<file path="config.mk">
export PLATFORM = sky130hd
export DESIGN_NAME = dcache_wt
export DESIGN_NICKNAME = d
export VERILOG_FILES = /design/src/rtl/cache_pkg.sv /design/src/rtl/sat_counter.sv /design/src/rtl/dcache_wt.sv
export SDC_FILE = /design/constraint.sdc
export NUM_CORES = 2
export LEC_CHECK = 0
export ABC_AREA = 1
export BUFFER_PORTS_ARGS = -buffer_cell sky130_fd_sc_hd__buf_2
export CAP_MARGIN = 20
export CORE_MARGIN = 5
export CORE_UTILIZATION = 46
export DETAILED_ROUTE_END_ITERATION = 12
export SLEW_MARGIN = 20
export SYNTH_ARGS = -nofsm -noshare
export SYNTH_HDL_FRONTEND = slang
export SYNTH_SLANG_ARGS = --single-unit
</file>
<file path="constraint.sdc">
create_clock -name clk -period 5.8 [get_ports clk]
set_clock_uncertainty 0.15 [all_clocks]
set_input_delay 0.58 -clock clk [delete_from_list [all_inputs] [get_ports clk]]
set_output_delay 0.58 -clock clk [all_outputs]
set_load 0.005 [all_outputs]
</file>
<file path="src/rtl/cache_pkg.sv">
// cache_pkg: FSM state encoding and geometry helper shared by the dcache_wt slice
package cache_pkg;
    typedef enum logic [1:0] {
        ST_IDLE    = 2'd0,
        ST_RD_MISS = 2'd1,
        ST_WR_THRU = 2'd2
    } state_t;

    function automatic int tag_width(input int nlines);
        return 30 - $clog2(nlines);
    endfunction
endpackage

</file>
<file path="src/rtl/sat_counter.sv">
// sat_counter: up-counter that sticks at all-ones, async active-low clear
module sat_counter #(
    parameter int W = 16
) (
    input  logic         clk,
    input  logic         rst_n,
    input  logic         inc,
    output logic [W-1:0] count
);
    always_ff @(posedge clk or negedge rst_n)
        if (!rst_n)
            count <= '0;
        else if (inc && count != '1)
            count <= count + 1'b1;
endmodule

</file>
<file path="src/rtl/dcache_wt.sv">
// dcache_wt: direct-mapped write-through no-write-allocate data cache with one-word lines
module dcache_wt
    import cache_pkg::*;
#(
    parameter int NLINES = 64,
    parameter int CNT_W  = 16
) (
    input  logic             clk,
    input  logic             rst_n,
    input  logic [31:0]      cpu_addr,
    input  logic             cpu_rd,
    input  logic             cpu_wr,
    input  logic [31:0]      cpu_wdata,
    output logic [31:0]      cpu_rdata,
    output logic             cpu_stall,
    output logic             mem_req,
    output logic             mem_we,
    output logic [31:0]      mem_addr,
    output logic [31:0]      mem_wdata,
    input  logic             mem_ack,
    input  logic [31:0]      mem_rdata,
    output logic [CNT_W-1:0] hit_cnt,
    output logic [CNT_W-1:0] miss_cnt
);
    localparam int IB = $clog2(NLINES);
    localparam int TW = tag_width(NLINES);

    logic [NLINES-1:0] valid;
    logic [TW-1:0]     tags [NLINES];
    logic [31:0]       data [NLINES];
    state_t            state;
    logic [31:0]       rdata_q;
    logic [IB-1:0]     index;
    logic [TW-1:0]     tag;
    logic              hit, rd, wr, idle, fill, wr_upd;

    assign index  = cpu_addr[IB+1:2];
    assign tag    = cpu_addr[31:IB+2];
    assign hit    = valid[index] && tags[index] == tag;
    assign wr     = cpu_wr;
    assign rd     = cpu_rd && !cpu_wr;
    assign idle   = state == ST_IDLE;
    assign fill   = state == ST_RD_MISS && mem_ack;
    assign wr_upd = state == ST_WR_THRU && mem_ack && hit;

    // Hit data and the miss bypass are combinational; otherwise hold the last load value
    assign cpu_rdata = (idle && rd && hit) ? data[index] : fill ? mem_rdata : rdata_q;
    assign cpu_stall = rst_n && (idle ? (wr || (rd && !hit)) : !mem_ack);

    always_ff @(posedge clk or negedge rst_n)
        if (!rst_n) begin
            state     <= ST_IDLE;
            valid     <= '0;
            mem_req   <= 1'b0;
            mem_we    <= 1'b0;
            mem_addr  <= '0;
            mem_wdata <= '0;
            rdata_q   <= '0;
        end else begin
            rdata_q <= cpu_rdata;
            case (state)
                ST_IDLE:
                    if (wr || (rd && !hit)) begin
                        mem_req  <= 1'b1;
                        mem_we   <= wr;
                        mem_addr <= cpu_addr & ~32'd3;
                        if (wr) mem_wdata <= cpu_wdata;
                        state    <= wr ? ST_WR_THRU : ST_RD_MISS;
                    end
                ST_RD_MISS:
                    if (mem_ack) begin
                        valid[index] <= 1'b1;
                        mem_req      <= 1'b0;
                        state        <= ST_IDLE;
                    end
                ST_WR_THRU:
                    if (mem_ack) begin
                        mem_req <= 1'b0;
                        state   <= ST_IDLE;
                    end
                default: state <= ST_IDLE;
            endcase
        end

    // Storage carries no reset; the valid bits gate every use of it
    always_ff @(posedge clk)
        if (fill || wr_upd) begin
            tags[index] <= tag;
            data[index] <= fill ? mem_rdata : cpu_wdata;
        end

    sat_counter #(.W(CNT_W)) u_hit (
        .clk(clk), .rst_n(rst_n), .inc(idle && rd && hit), .count(hit_cnt)
    );
    sat_counter #(.W(CNT_W)) u_miss (
        .clk(clk), .rst_n(rst_n), .inc(idle && rd && !hit), .count(miss_cnt)
    );
endmodule
</file>
## Yosys cells after proc, flatten, opt, wreduce, memory -nomap -nowiden

Memories as Yosys holds them, arrays and structs flattened.
Cells that the tools add are included.

- Output and inout bits: 131
- Logic and storage cells: 66
- Memories: 2
- Input port bits: 101
- Bits in writable memories: 3584
- Register bits: 194

- $add $sub $neg: 2
- Multiplexer cells: 17
- Equal/unequal tests: 7
- Magnitude comparators: 2
- Bitwise gates (word level): 1
- Reductions and logical operators: 26

Memories:

| name | words | bits a word | read ports | clocked after memory_dff | wr ports | RTL line | text |
|---|---|---|---|---|---|---|---|
| data | 64 | 32 | 1 | 0 | 1 | dcache_wt.sv:30 | `logic [31:0] data [NLINES];` |
| tags | 64 | 24 | 1 | 0 | 1 | dcache_wt.sv:29 | `logic [TW-1:0] tags [NLINES];` |

Operator list:

| cell | count |
|---|---|
| $mux W32 | 3 |
| $or A64 B64 Y64 | 1 |
| $add A16 B1 Y16 const B | 2 |
| $ne A16 B16 Y1 const B | 2 |
| $eq A24 B24 Y1 | 1 |
| $logic_and A1 B1 Y1 | 13 |
| $lt A6 B7 Y1 const B | 1 |
| $mux W1 | 7 |
| $bmux W1 S6 | 1 |
| $demux W1 S6 | 1 |
| $ge A6 B1 Y1 const B | 1 |
| $mux W2 | 3 |
| $reduce_and A2 Y1 | 3 |
| $reduce_and A3 Y1 | 2 |
| $ne A2 B1 Y1 const B | 2 |
| $pmux W2 S2 | 1 |
| $logic_not A1 Y1 | 3 |
| $eq A2 B1 Y1 const B | 1 |
| $eq A2 B2 Y1 const B | 1 |
| $logic_not A2 Y1 | 1 |
| $logic_or A1 B1 Y1 | 2 |
| $pmux W1 S2 | 1 |
| $reduce_bool A2 Y1 | 1 |
| $reduce_or A2 Y1 | 1 |

## Depth between registers and ports, before layout

- Depth in word-level cells: 8
- Gate-level depth with buffers: 25
- Gate-level depth less buffers: 22

## Cells and area by module

A second synthesis with hierarchy kept.

- Cells, all modules: 11316
- Area total of the unflattened synthesis: 147889.3 um^2

By module, submodules not included:

| module | instances | sequential area each (um^2) | cells each | area each (um^2) |
|---|---|---|---|---|
| dcache_wt | 1 | 111677.1 | 11013 | 145834.9 |
| sat_counter at u_miss | 1 | 400.4 | 156 | 1029.7 |
| sat_counter at u_hit | 1 | 400.4 | 147 | 1024.7 |

## Worst setup path after synthesis

Ideal clock, no wire load.

- Path type: input to register
- Start point: in cpu_addr[4]
- End point: mem data[0][0], enable pin
- Stages on the path: 19
- Data arrival time: 5102 ps
- Setup slack: 78 ps
- Data required time: 5180 ps
- Setup time: 470 ps
- Buffers on the path: 4
- Path through: buf_4 -> nand2_2 -> buf_2 -> clkbuf_1 -> nor2_1 -> o21ai_1 -> nand2_1 -> o21ai_0 -> nand2_1 -> nor2_1 -> nand3_1 -> nand2_1 -> nand3_1 -> nor2_1 -> nand4_1 -> o21ai_1 -> inv_2 -> buf_2 -> nor2_1

- Word-level cells in the longest chain between the ends: 7
- Elaborated cells on any way between the ends: 9
- Those cells by class: 1 x eq/ne; 4 x mux; 3 x reduce/logical; 1 x memory

RTL lines:

| element | RTL line | text |
|---|---|---|
| from (decl) | dcache_wt.sv:10 | `input logic [31:0] cpu_addr,` |
| $mem_v2 Z64 W24 or $bmux W1 S6 (tied branches) | -- |  |
| $eq A24 B24 Y1 or $mux W1 (tied branches) | dcache_wt.sv:39 | `assign hit = valid[index] && tags[index] == tag;` |
| $logic_and A1 B1 Y1 | dcache_wt.sv:39 |  |
| $logic_and A1 B1 Y1 | dcache_wt.sv:44 | `assign wr_upd = state == ST_WR_THRU && mem_ack && hit;` |
| $logic_or A1 B1 Y1 | dcache_wt.sv:87 | `if (fill \|\| wr_upd) begin` |
| $mux W1 | dcache_wt.sv:87 |  |
| $mux W1 | dcache_wt.sv:89 | `data[index] <= fill ? mem_rdata : cpu_wdata;` |
| to (decl) | dcache_wt.sv:30 |  |

Several ways; a longest one is shown, not always the timed one. The select of a mux whose other input is x is not followed.

## Final worst setup path

- Start point: in cpu_addr[2]
- End point: out cpu_rdata[28]

- Word-level cells in the longest chain between the ends: 5
- Elaborated cells on any way between the ends: 8
- Those cells by class: 1 x eq/ne; 3 x mux; 2 x reduce/logical; 2 x memory

RTL lines:

| element | RTL line | text |
|---|---|---|
| $mem_v2 Z64 W24 or $bmux W1 S6 (tied branches) | -- |  |
| $eq A24 B24 Y1 or $mux W1 (tied branches) | dcache_wt.sv:39 |  |
| $logic_and A1 B1 Y1 | dcache_wt.sv:39 |  |
| $logic_and A1 B1 Y1 | dcache_wt.sv:47 | `assign cpu_rdata = (idle && rd && hit) ? data[index] : fill ? mem_rdata : rdata_q;` |
| $mux W32 * | dcache_wt.sv:47 |  |
| to (decl) | dcache_wt.sv:14 | `output logic [31:0] cpu_rdata,` |

Every way passes the cells marked *; elsewhere a longest branch is shown, timed or not. The select of a mux whose other input is x is not followed.

==> results by stage <==
Clocking:
- The number of H-tree levels is 5.
- The number of CTS-inserted buffers is 388.
- Clock latency on the worst-skew pair, taken at its later pin, is between 0.9 and 1 ns.
- The number of clock sinks is 3778.
- The master cell of the clock root buffer is clkbuf_16.
- Post-CTS repair changed the size of 0 cells.
- Clock-pin slew was measured on the worst setup and hold paths at 0.06 ns.
- The CTS tree is done.
- The maximum root-to-sink buffer count is 4.

STA:
- For the final routed database, the setup TNS stands at 0 ns.
- The pin slew with the least headroom to its limit is 1.01 ns.
- The upper clock frequency limit is 176 MHz.
- Of the available clock period, the critical path in the final layout requires 0.982.
- The number of endpoints with negative hold slack in the final report came to 0.
- The worst path in the final design needs a cycle of 5.69 ns, including I/O delays and setup.
- Setup repair after global routing left no endpoint under its margin.
- Measured against its own limit, the worst slew margin works out to 0.326.
- Setup violations remaining at the end of the flow were counted as 0.
- The number of max-slew violations in the final report was 0.

Placed design:
- At the end of routability-driven placement, the weighted congestion stood at ~0.88.
- The wire-length estimate of the detail-placed layout is just under 300000 um.
- The post-place instance area is 0.163 sq mm.
- The number of I/O port buffers is roughly 230.

Floorplanning:
- The number of rows in the core area is slightly above 200.
- The number of primary I/O pins is 232.
- From bottom edge to top edge, the die measures 576 um.
- The die span in x is 576 um.
- The initial cell density of the core is 0.463.
- The floorplan step defined a core boundary enclosing between 0.3 and 0.4 sq mm.
- The die covers 0.332 sq mm.

Logic synthesis:
- The share of the Yosys chip area taken by registers is 0.763.
- The number of synthesized register bits is ~3800.
- The prevailing post-synth register cell is edfxtp_1.
- The post-synthesis cell area is 0.147 sq mm.
- The number of instances in the synthesized netlist is 11100.
- After synthesis, the netlist uses between 40 and 50 different library cells.
- The synthesized area divided by synthesized cell count is 13.3 sq um.
- Yosys printed 0 warnings.
- The count of flip-flops with a built-in enable after synthesis is 3584.
- After synthesis, the share of flip-flops with an asynchronous set or reset is 0.0513.

Drt:
- Summed over all layers, the routed wires come to 493000 um.
- The routed via count is 97600.
- In this run the remaining antenna-violating nets after routing total 0.
- After the first detailed-routing iteration, the DRC count stood at ~13000.
- The first TritonRoute pass finished after 6 iterations.
- The number of remaining DRC errors is 0.
- The routed via count divided by cell count is a little under 6.
- The routed wirelength normalized by instance count is 29.9 um.

Worst setup path:
- The logic depth of the worst register-to-register path is 20.
- STA puts the critical path data required time at slightly above 5 ns.
- The most repeated library cell on the critical path is nand2_1.
- Setup slack on the worst reg-to-reg path comes out at roughly 1.2 ns.
- Walking the worst path, the cells encountered are buf_8 > buf_12 > buf_12 > nand2_1 > nand3_1 > nand2_1 > o21ai_0 > nand2_1 > nor2_1 > nand2_1 > nand2_1 > nand2_1 > nor2_1 > nand2_1 > nor2_1 > nand4_1 > buf_4 > nor2_2 > buf_12 > nand3_1 > buf_4 > o21a_1 > buf_2.
- STA classifies the critical path startpoint as an input port.
- STA classifies the critical path endpoint as a primary output.
- STA puts the critical path data arrival time at 4.96 ns.
- The maximum net fanout on the critical path is 63.
- The highest cell delay on the worst timing path is 0.35 ns.
- The kind of critical path is input port to primary output.
- The critical-path cell with the highest stage delay is buf_12.

GRT:
- The via count of the first global-routing pass is 93100.
- Global routing finished with a remaining overflow of 0.
- Across every metal layer, demand over resource in global routing totals 0.290.
- The initial antenna violation count is 12.
- The first global-routing pass estimated between 600000 and 700000 um of wire.
- The maximum number of pins on one net before global-route repair is 115.

Final layout:
- The multi-input combinational cells in the finished layout cover a total of 0.0305 sq mm.
- The sequential cell area is 0.112 sq mm.
- After the last flow step, the layout net total stands at roughly 12000.
- After filler insertion, the fill cell instance count of the layout stands at 25600.
- Of the cells placed in the final design, the portion with a size suffix greater than 1 is 0.145.
- The finished cells cover 0.176 sq mm.
- The area added between synthesis and finish is 19.6%.

Power and ir drop:
- Summing internal, switching and leakage power gives about 60 mW.
- The standby leakage power is approximately 64 nW.
- The total power per unit cell area is ~350 mW/mm^2.
- Across the VDD grid, the largest voltage drop is 0.298 mV.

Worst hold path:
- The path class of the tightest hold or removal check is input port to asynchronous set/reset pin.

Run:
- Across the run, the number of max-cap violations was 0.

Run status:
- The flow ran to the end, and the final reports show no timing, DRC or antenna violations.
-- routing by layer --
metal | GRT usage | share of wire
met2 | 0.460 | 0.47
met1 | 0.397 | 0.38
met5 | 0 | 0.000057
met4 | 0.121 | 0.050
met3 | 0.0517 | 0.10
-- cell usage in the layout, fill, tap and decap left out, types with 8 or more instances in the layout --
| cell | count |
|---|---|
| clkinv_1 | 82 |
| clkbuf_1 | 85 |
| o21ai_0 | 312 |
| dlygate4sd3_1 | 88 |
| clkinvlp_4 | 13 |
| dfrtp_1 | 194 |
| inv_1 | 738 |
| nand3_1 | 334 |
| nor3_1 | 23 |
| a22o_1 | 195 |
| or2_0 | 26 |
| nand2_1 | 2959 |
| or2_1 | 10 |
| or2_2 | 114 |
| nor2_1 | 446 |
| bufinv_16 | 34 |
| o211ai_1 | 242 |
| o21bai_1 | 32 |
| buf_12 | 414 |
| buf_2 | 225 |
| inv_16 | 8 |
| edfxtp_1 | 3584 |
| buf_4 | 340 |
| nand3b_1 | 8 |
| a21oi_1 | 44 |
| clkinv_2 | 76 |
| nor2_4 | 70 |
| o21ai_4 | 32 |
| nor3_2 | 8 |
| o21ai_1 | 207 |
| nand4_1 | 324 |
| clkbuf_16 | 392 |
| xor2_1 | 25 |
| a22oi_1 | 300 |
| a221oi_1 | 229 |
-- cells in the mapped netlist, types with 207 or more instances --
master	n	area [sq um]
edfxtp_1	3584	108000
nand4_1	324	2030
nand3_1	335	1680
nor2_1	513	1930
a22oi_1	300	2250
a221oi_1	229	2010
o21ai_1	207	1040
clkbuf_1	264	991
inv_1	740	2780
o21ai_0	344	1720
nand2_1	2962	11100
buf_2	241	1210
o211ai_1	242	1820
-- critical path, delay by kind of cell --
kind                   cells  cell delay, ns
AND/OR/NAND/NOR           14            1.91
AO/OA/AOI/OAI              2            0.49
buffers and inverters      7            1.84
-- timing repair --
| item | CTS | global route |
|---|---|---|
| hold endpoints to repair | 318 | 0 |
| setup endpoints to repair | 0 | 0 |
| setup buffers | 0 | 0 |
| hold buffers | 88 | 0 |
-- power by group --
part           switching (mW)  internal [mW]
clock network            10.7           14.1
logic                    3.75           1.45
registers               0.221           31.0
-- registers in the layout, summed over array words and instances, names as in the netlist --
name	cells
valid	64
u_hit.count	16
mem_addr	30
mem_wdata	32
u_miss.count	16
tags	1536
rdata_q	32
mem_we	1
state	2
data	2048
mem_req	1
-- cell families (layout without fill, tap and decap cells) --
group,count (synthesis),after routing,synth area share
adder cells (fa/ha/maj),6,6,0.000509
buffers and inverters,1359,2535,0.0372
AND/OR/NAND/NOR,4345,4345,0.123
other,1,7,0.0000254
flip-flops,3778,3778,0.763
AO/OA/AOI/OAI,1603,1603,0.0752
XOR/XNOR,28,28,0.00166
-- worst paths after layout --
path                               from       endpoint
max in group asynchronous         rst_n    rdata_q[16]
setup reg to reg           tags[12][10]   data[47][23]
setup / recovery            cpu_addr[2]  cpu_rdata[28]
hold reg to reg               valid[40]      valid[40]
min in group clk           cpu_addr[29]   tags[21][21]
hold / removal                    rst_n     rdata_q[2]
-- area by class of cell --
type | instances | area share
flip-flops and latches | 3778 | 0.638
multi-input cells | 5984 | 0.173
repair buffers | 1069 | 0.0730
clock buffers | 483 | 0.0579
well taps | 4180 | 0.0296
inverters | 751 | 0.0163
clock inverters | 232 | 0.0128
diodes | 5 | 0.0000709
-- metrics by stage --
stage          cells  worst slack [ns]  hold slack (ns)   util
3_3_place_gp   15700             0.102            0.285  0.512
5_1_grt        16500           0.00835           0.0712  0.554
3_5_place_dp   15700            0.0829            0.292  0.512
6_report       16500             0.105           0.0607  0.554
2_1_floorplan  11100            0.0784            0.134      -
4_1_cts        16500             0.253           0.0196  0.554
(Power assumes the default switching activity.)
